[src/rtl/pong_pkg.sv]
// Shared types and constants for the Pong match sequencer and its score display.
package pong_pkg;

  typedef enum logic [2:0] {
    ST_ATTRACT    = 3'd0,
    ST_SERVE_WAIT = 3'd1,
    ST_PLAY       = 3'd2,
    ST_MISS       = 3'd3,
    ST_GAME_OVER  = 3'd4
  } state_t;

  localparam logic [1:0] SPEED_MAX = 2'd3;
  localparam logic [7:0] SCORE_MAX = 8'h99;

  // Two-digit BCD increment that sticks at SCORE_MAX.
  function automatic logic [7:0] bcd_inc(input logic [7:0] v);
    if (v == SCORE_MAX) return v;
    if (v[3:0] == 4'd9) return {v[7:4] + 4'd1, 4'd0};
    return {v[7:4], v[3:0] + 4'd1};
  endfunction

endpackage

[src/rtl/pong_bcd_score.sv]
// Two-digit BCD score counter with synchronous clear and saturation at 99.
module pong_bcd_score
  import pong_pkg::*;
(
  input  logic       i_clk,
  input  logic       i_reset,
  input  logic       i_clr,
  input  logic       i_inc,
  output logic [7:0] o_score
);

  logic [7:0] r_score;

  // NOTE: non-blocking assignment keeps every register sampling pre-edge values.
  always_ff @(posedge i_clk) begin
    if (i_reset || i_clr) r_score <= 8'h00;
    else if (i_inc)       r_score <= bcd_inc(r_score);
  end

  assign o_score = r_score;

endmodule

[src/rtl/pong_match_controller.sv]
// Match-level sequencer: game state, lives, BCD score and ball speed level,
// driven by frame/collision pulses from the datapath.
module pong_match_controller
  import pong_pkg::*;
#(
  parameter int LIVES          = 3,
  parameter int SERVE_FRAMES   = 60,
  parameter int MISS_FRAMES    = 63,
  parameter int HITS_PER_LEVEL = 8
) (
  input  logic       clk25,
  input  logic       Reset,
  input  logic       frame_tick,
  input  logic       hit,
  input  logic       miss,
  input  logic       start_btn,
  output logic       serve,
  output logic       freeze,
  output logic       miss_flash,
  output logic       game_over,
  output logic [1:0] speed,
  output logic [7:0] score,
  output logic [1:0] lives,
  output logic [2:0] state
);

  localparam int FRAME_MAX = (SERVE_FRAMES > MISS_FRAMES) ? SERVE_FRAMES : MISS_FRAMES;
  localparam int FW        = $clog2(FRAME_MAX + 1);
  localparam int HW        = $clog2(HITS_PER_LEVEL + 1);

  localparam logic [FW-1:0] SERVE_LAST = FW'(SERVE_FRAMES - 1);
  localparam logic [FW-1:0] MISS_LAST  = FW'(MISS_FRAMES - 1);
  localparam logic [HW-1:0] HIT_LAST   = HW'(HITS_PER_LEVEL - 1);
  localparam logic [1:0]    LIVES_INIT = 2'(LIVES);

  logic [1:0]    r_sync;
  logic          r_start_d;
  state_t        r_state;
  logic [FW-1:0] r_frame_cnt;
  logic [HW-1:0] r_hit_cnt;
  logic [1:0]    r_speed;
  logic [1:0]    r_lives;
  logic          r_serve;
  logic          r_freeze;
  logic          r_miss_flash;
  logic          r_game_over;

  logic w_start_p;
  logic w_new_game;
  logic w_score_inc;

  assign w_start_p   = r_sync[1] & ~r_start_d;
  assign w_new_game  = w_start_p & ((r_state == ST_ATTRACT) || (r_state == ST_GAME_OVER));
  // A miss in the same cycle as a hit discards the hit.
  assign w_score_inc = (r_state == ST_PLAY) & hit & ~miss;

  always_ff @(posedge clk25) begin
    if (Reset) begin
      r_sync       <= 2'b00;
      r_start_d    <= 1'b0;
      r_state      <= ST_ATTRACT;
      r_frame_cnt  <= '0;
      r_hit_cnt    <= '0;
      r_speed      <= 2'd0;
      r_lives      <= LIVES_INIT;
      r_serve      <= 1'b0;
      r_freeze     <= 1'b1;
      r_miss_flash <= 1'b0;
      r_game_over  <= 1'b0;
    end else begin
      r_sync    <= {r_sync[0], start_btn};
      r_start_d <= r_sync[1];
      r_serve   <= 1'b0;
      case (r_state)
        ST_ATTRACT, ST_GAME_OVER: begin
          if (w_new_game) begin
            r_lives     <= LIVES_INIT;
            r_speed     <= 2'd0;
            r_hit_cnt   <= '0;
            r_frame_cnt <= '0;
            r_serve     <= 1'b1;
            r_state     <= ST_SERVE_WAIT;
            r_game_over <= 1'b0;
          end
        end
        ST_SERVE_WAIT: begin
          if (frame_tick) begin
            if (r_frame_cnt == SERVE_LAST) begin
              r_frame_cnt <= '0;
              r_state     <= ST_PLAY;
              r_freeze    <= 1'b0;
            end else begin
              r_frame_cnt <= r_frame_cnt + FW'(1);
            end
          end
        end
        ST_PLAY: begin
          if (miss) begin
            r_lives      <= r_lives - 2'd1;
            r_frame_cnt  <= '0;
            r_state      <= ST_MISS;
            r_freeze     <= 1'b1;
            r_miss_flash <= 1'b1;
          end else if (hit) begin
            if (r_hit_cnt == HIT_LAST) begin
              r_hit_cnt <= '0;
              if (r_speed != SPEED_MAX) r_speed <= r_speed + 2'd1;
            end else begin
              r_hit_cnt <= r_hit_cnt + HW'(1);
            end
          end
        end
        ST_MISS: begin
          if (frame_tick) begin
            if (r_frame_cnt == MISS_LAST) begin
              r_frame_cnt  <= '0;
              r_miss_flash <= 1'b0;
              if (r_lives == 2'd0) begin
                r_state     <= ST_GAME_OVER;
                r_game_over <= 1'b1;
              end else begin
                r_serve   <= 1'b1;
                r_speed   <= 2'd0;
                r_hit_cnt <= '0;
                r_state   <= ST_SERVE_WAIT;
              end
            end else begin
              r_frame_cnt <= r_frame_cnt + FW'(1);
            end
          end
        end
        default: begin
          r_state      <= ST_ATTRACT;
          r_freeze     <= 1'b1;
          r_miss_flash <= 1'b0;
          r_game_over  <= 1'b0;
        end
      endcase
    end
  end

  pong_bcd_score u_score (
    .i_clk   (clk25),
    .i_reset (Reset),
    .i_clr   (w_new_game),
    .i_inc   (w_score_inc),
    .o_score (score)
  );

  assign serve      = r_serve;
  assign freeze     = r_freeze;
  assign miss_flash = r_miss_flash;
  assign game_over  = r_game_over;
  assign speed      = r_speed;
  assign lives      = r_lives;
  assign state      = r_state;

endmodule

[config.mk]
export PLATFORM = sky130hd
export DESIGN_NAME = pong_match_controller
export DESIGN_NICKNAME = d
export VERILOG_FILES = /design/src/rtl/pong_pkg.sv /design/src/rtl/pong_bcd_score.sv /design/src/rtl/pong_match_controller.sv
export SDC_FILE = /design/constraint.sdc
export NUM_CORES = 1
export LEC_CHECK = 0
export ABC_AREA = 1
export BUFFER_PORTS_ARGS = -buffer_cell sky130_fd_sc_hd__buf_2
export CAP_MARGIN = 15
export CORE_UTILIZATION = 23
export DETAILED_ROUTE_END_ITERATION = 8
export HOLD_SLACK_MARGIN = 0.02
export PLACE_DENSITY_LB_ADDON = 0.3
export SYNTH_ARGS = -nofsm -noshare
export SYNTH_HDL_FRONTEND = slang
export SYNTH_SLANG_ARGS = --single-unit
[constraint.sdc]
create_clock -name clk25 -period 1.4 [get_ports clk25]
set_input_delay 0.14 -clock clk25 [delete_from_list [all_inputs] [get_ports clk25]]
set_output_delay 0.14 -clock clk25 [all_outputs]
set_load 0.005 [all_outputs]
==> summary.md <==
| Metric | Value |
|---|---|
| Mapped Cells | `291` |
| DR pass1 iterations | `4` |
| RSZ-0062 raised after global routing | `yes` |
| Least-Margin Pin Slew | `~440 ps` |
| Die Wd | `92.8 µm` |
| Max Cap Violations | `0` |
| Period utilization | `1.05` |
| Synth top area share | `0.338` |
| Post-Syn Area | `0.00190 mm²` |
| Final Critical Period | `1470 ps` |
| Via count | `2,021` |
| Yosys warnings | `0` |
| Setup_tns | `-201 ps` |
| Drc violations | `0` |
| DP Worst Slack | `-209 ps` |
| Placed cells | `about 470` |
| Initial antenna violation count | `0` |
| Fill count | `roughly 850` |
| Synth area leaders | `dfxtp_1 34%, nand2_1 14%, nor2_1 9.5%` |
| Mean routed wirelength per cell | `roughly 11 µm` |
| Synthesized flop and latch total | `32` |
| Seq/Total Area, Yosys | `0.338` |
| Min Hold Slack | `58.8 ps` |
| Number of diodes | `0` |
| Area growth from synthesis to layout | `54.9%` |
| Layout cells sized above 1 | `0.439` |
| Avg Cell Area, Syn | `roughly 6.5 µm²` |
| Unique masters post-synth | `22` |
| Num ports | `25` |
| Worst stage delay on the critical path | `between 300 and 400 ps` |
| Layout Skew | `approximately 5.9 ps` |
| Row count | `32` |
| CTS Hold Bufs | `0` |
| Final setup fails | `6` |
| Critical Path Fanout Max | `6` |
| Congestion Overflow GR | `0` |
| TritonCTS Sinks | `32` |
| Status | `complete, but fails checks` |
| CTS buffer count | `5` |
| Slew Viols, Final | `0` |
| Setup WS post-layout | `-65.2 ps` |
| Initial core utilization | `0.242` |
| Reg-to-Reg Start | `r_frame_cnt[0]$_SDFFE_PP0P_` |
| Synth area leader | `dfxtp_1` |
| Post-detail-place hpwl | `3.75 mm` |
| Gpl congestion | `between 0.8 and 0.9` |
| Crit path top cell by count | `nor2_4` |
| Crit path capture type | `flip-flop` |
| P per Cell Area | `between 1500 and 2000 mW/mm²` |
| Worst path cell trace | `inv_2 -> ha_4 -> nand2_4 -> nor2_4 -> nor2_4 -> nor2_4 -> buf_12 -> nand2_4 -> nand2_2 -> a21oi_1` |
| Final-stage net count | `390` |
| Hold Path Class | `input port to flip-flop` |
| Failing checks | `negative setup slack` |
| CP required | `1580 ps` |
| Die area | `0.00861 mm²` |
| CTS max path bufs | `2` |
| Worst hold start | `start_btn` |
| Via density | `4.21` |
| VDD IR max | `roughly 560 µV` |
| Clk_lat worst skew | `roughly 290 ps` |
| Data arrival time of the critical path | `between 1500 and 2000 ps` |
| WS Path Type | `flip-flop to flip-flop` |
| CTS tree | `done` |
| Slowest CP cell | `dfxtp_2` |
| CTS root buf | `clkbuf_8` |
| Pin count of the biggest net entering global routing | `14` |
| Clock-pin slew on the worst setup and hold paths | `70 ps` |
| Leakage Power | `1.42 nW` |
| Global-route wire length before repair | `between 8 and 9 mm` |
| H-Tree Depth | `2` |
| Crit path from | `r_frame_cnt[0]$_SDFFE_PP0P_` |
| Global Route Usage Sum | `0.126` |
| Total power after layout | `about 4.8 mW` |
| CP Launch Type | `flip-flop` |
| Relative slew slack | `0.708` |
| Die height | `a little over 90 µm` |
| Final antenna-violating net count | `0` |
| Mapped Nets | `~300` |
| Drt initial violations | `46` |
| Fin. Hold Viols | `0` |
| Routed wire length | `between 5 and 6 mm` |
| Core area | `0.00785 mm²` |
| Fmax | `between 600 and 700 MHz` |
| Final cell count without fillers | `480` |
| Number of global-route vias before repair | `slightly above 2,000` |
| I/O Buffers | `24` |
-- cells in the final DEF (no fill, tap or decap), types with 6 or more instances in the layout --
cell     Yosys  layout
nand2_1     69      56
nor2_2       4       6
nand2_2      4      14
nand3_2      0      11
buf_2        0      24
nor2_1      48      41
buf_4        0      54
nand3_1     31      19
nor2_4       3       8
a21oi_1     18      13
inv_1       42      33
inv_2        2      10
dfxtp_1     32      26
nand4_1      6       6
-- sequential cells by signal, indices dropped and copies added, names as in the netlist --
register / flops
speed: 2
r_start_d: 1
serve: 1
lives: 2
r_frame_cnt: 6
game_over: 1
r_hit_cnt: 4
miss_flash: 1
freeze: 1
state: 3
r_sync: 2
u_score.o_score: 8
-- through the flow --
stage           util  cell area (µm²)
5_1_grt        0.374             2940
6_report       0.374             2940
2_1_floorplan      -             1900
3_3_place_gp   0.321             2520
4_1_cts        0.350             2750
3_5_place_dp   0.321             2520
-- metal layers --
layer / vias to the layer above / global-route usage / part of all wire
li1: 1086 / - / -
met1: 894 / 0.152 / 0.46
met2: 29 / 0.225 / 0.49
met4: 0 / 0.0397 / 0.021
met3: 12 / 0.0246 / 0.034
met5: - / 0 / 0
-- cell type report --
cell class | count | area (µm²) | area share
Timing Repair Buffer | 83 | 591 | 0.201
Tap cell | 102 | 128 | 0.0434
Sequential cell | 32 | 658 | 0.224
Multi-Input combinational cell | 211 | 1280 | 0.436
Inverter | 44 | 170 | 0.0579
Clock buffer | 5 | 68.8 | 0.0234
Clock inverter | 3 | 42.5 | 0.0145
-- final timing paths --
path | to | slack [ps] | cells after the start
setup / recovery | state[0]$_SDFFE_PP0P_ | -70 | 10
hold / removal | r_sync[0]$_SDFF_PP0_ | 60 | 3
setup reg to reg | state[0]$_SDFFE_PP0P_ | -70 | 10
hold reg to reg | r_sync[1]$_SDFF_PP0_ | 400 | 2
-- kinds of logic (layout without fill, tap and decap cells) --
logic type	Yosys count	in the layout	synth area share
xor gates and xnor gates	6	6	0.0277
buffers and inverters	48	135	0.103
AOI/OAI and AO/OA	29	29	0.0805
adders and majority gates	7	7	0.0462
DFF	32	32	0.338
and+or+nand+nor	169	169	0.405
-- timing repair --
| action | 4_1_cts | 5_1_grt |
|---|---|---|
| gates resized for setup | 33 | 50 |
| pin swaps | 16 | 15 |
| setup buffers | 1 | 6 |
| cloned | 0 | 0 |
| endpoints found under the setup margin | 17 | 27 |
-- cells in the mapped netlist (all sizes together) --
master / n
o21ai: 11
xnor2: 1
nand4: 6
xor2: 5
buf: 2
nor2: 56
dfxtp: 32
a21oi: 18
inv: 44
nand3: 31
ha: 7
nand2: 74
nor3: 2
clkbuf: 2
-- worst max-delay path, delay by kind of cell (launching register included) --
| kind | cells | cell delay, ps |
|---|---|---|
| AND/OR/NAND/NOR | 6 | 580 |
| adder cells (fa/ha/maj) | 1 | 130 |
| flip-flops | 1 | 330 |
| AO/OA/AOI/OAI | 1 | 60 |
| buffers and inverters | 2 | 240 |
-- report_power, final --
part	switching [mW]	leakage, nW	total [mW]	internal, mW
logic	1.49	1.10	2.75	1.26
registers	0.116	0.264	1.17	1.05
clock network	0.388	0.0541	0.915	0.527
Power figures use the tool's default switching activity.
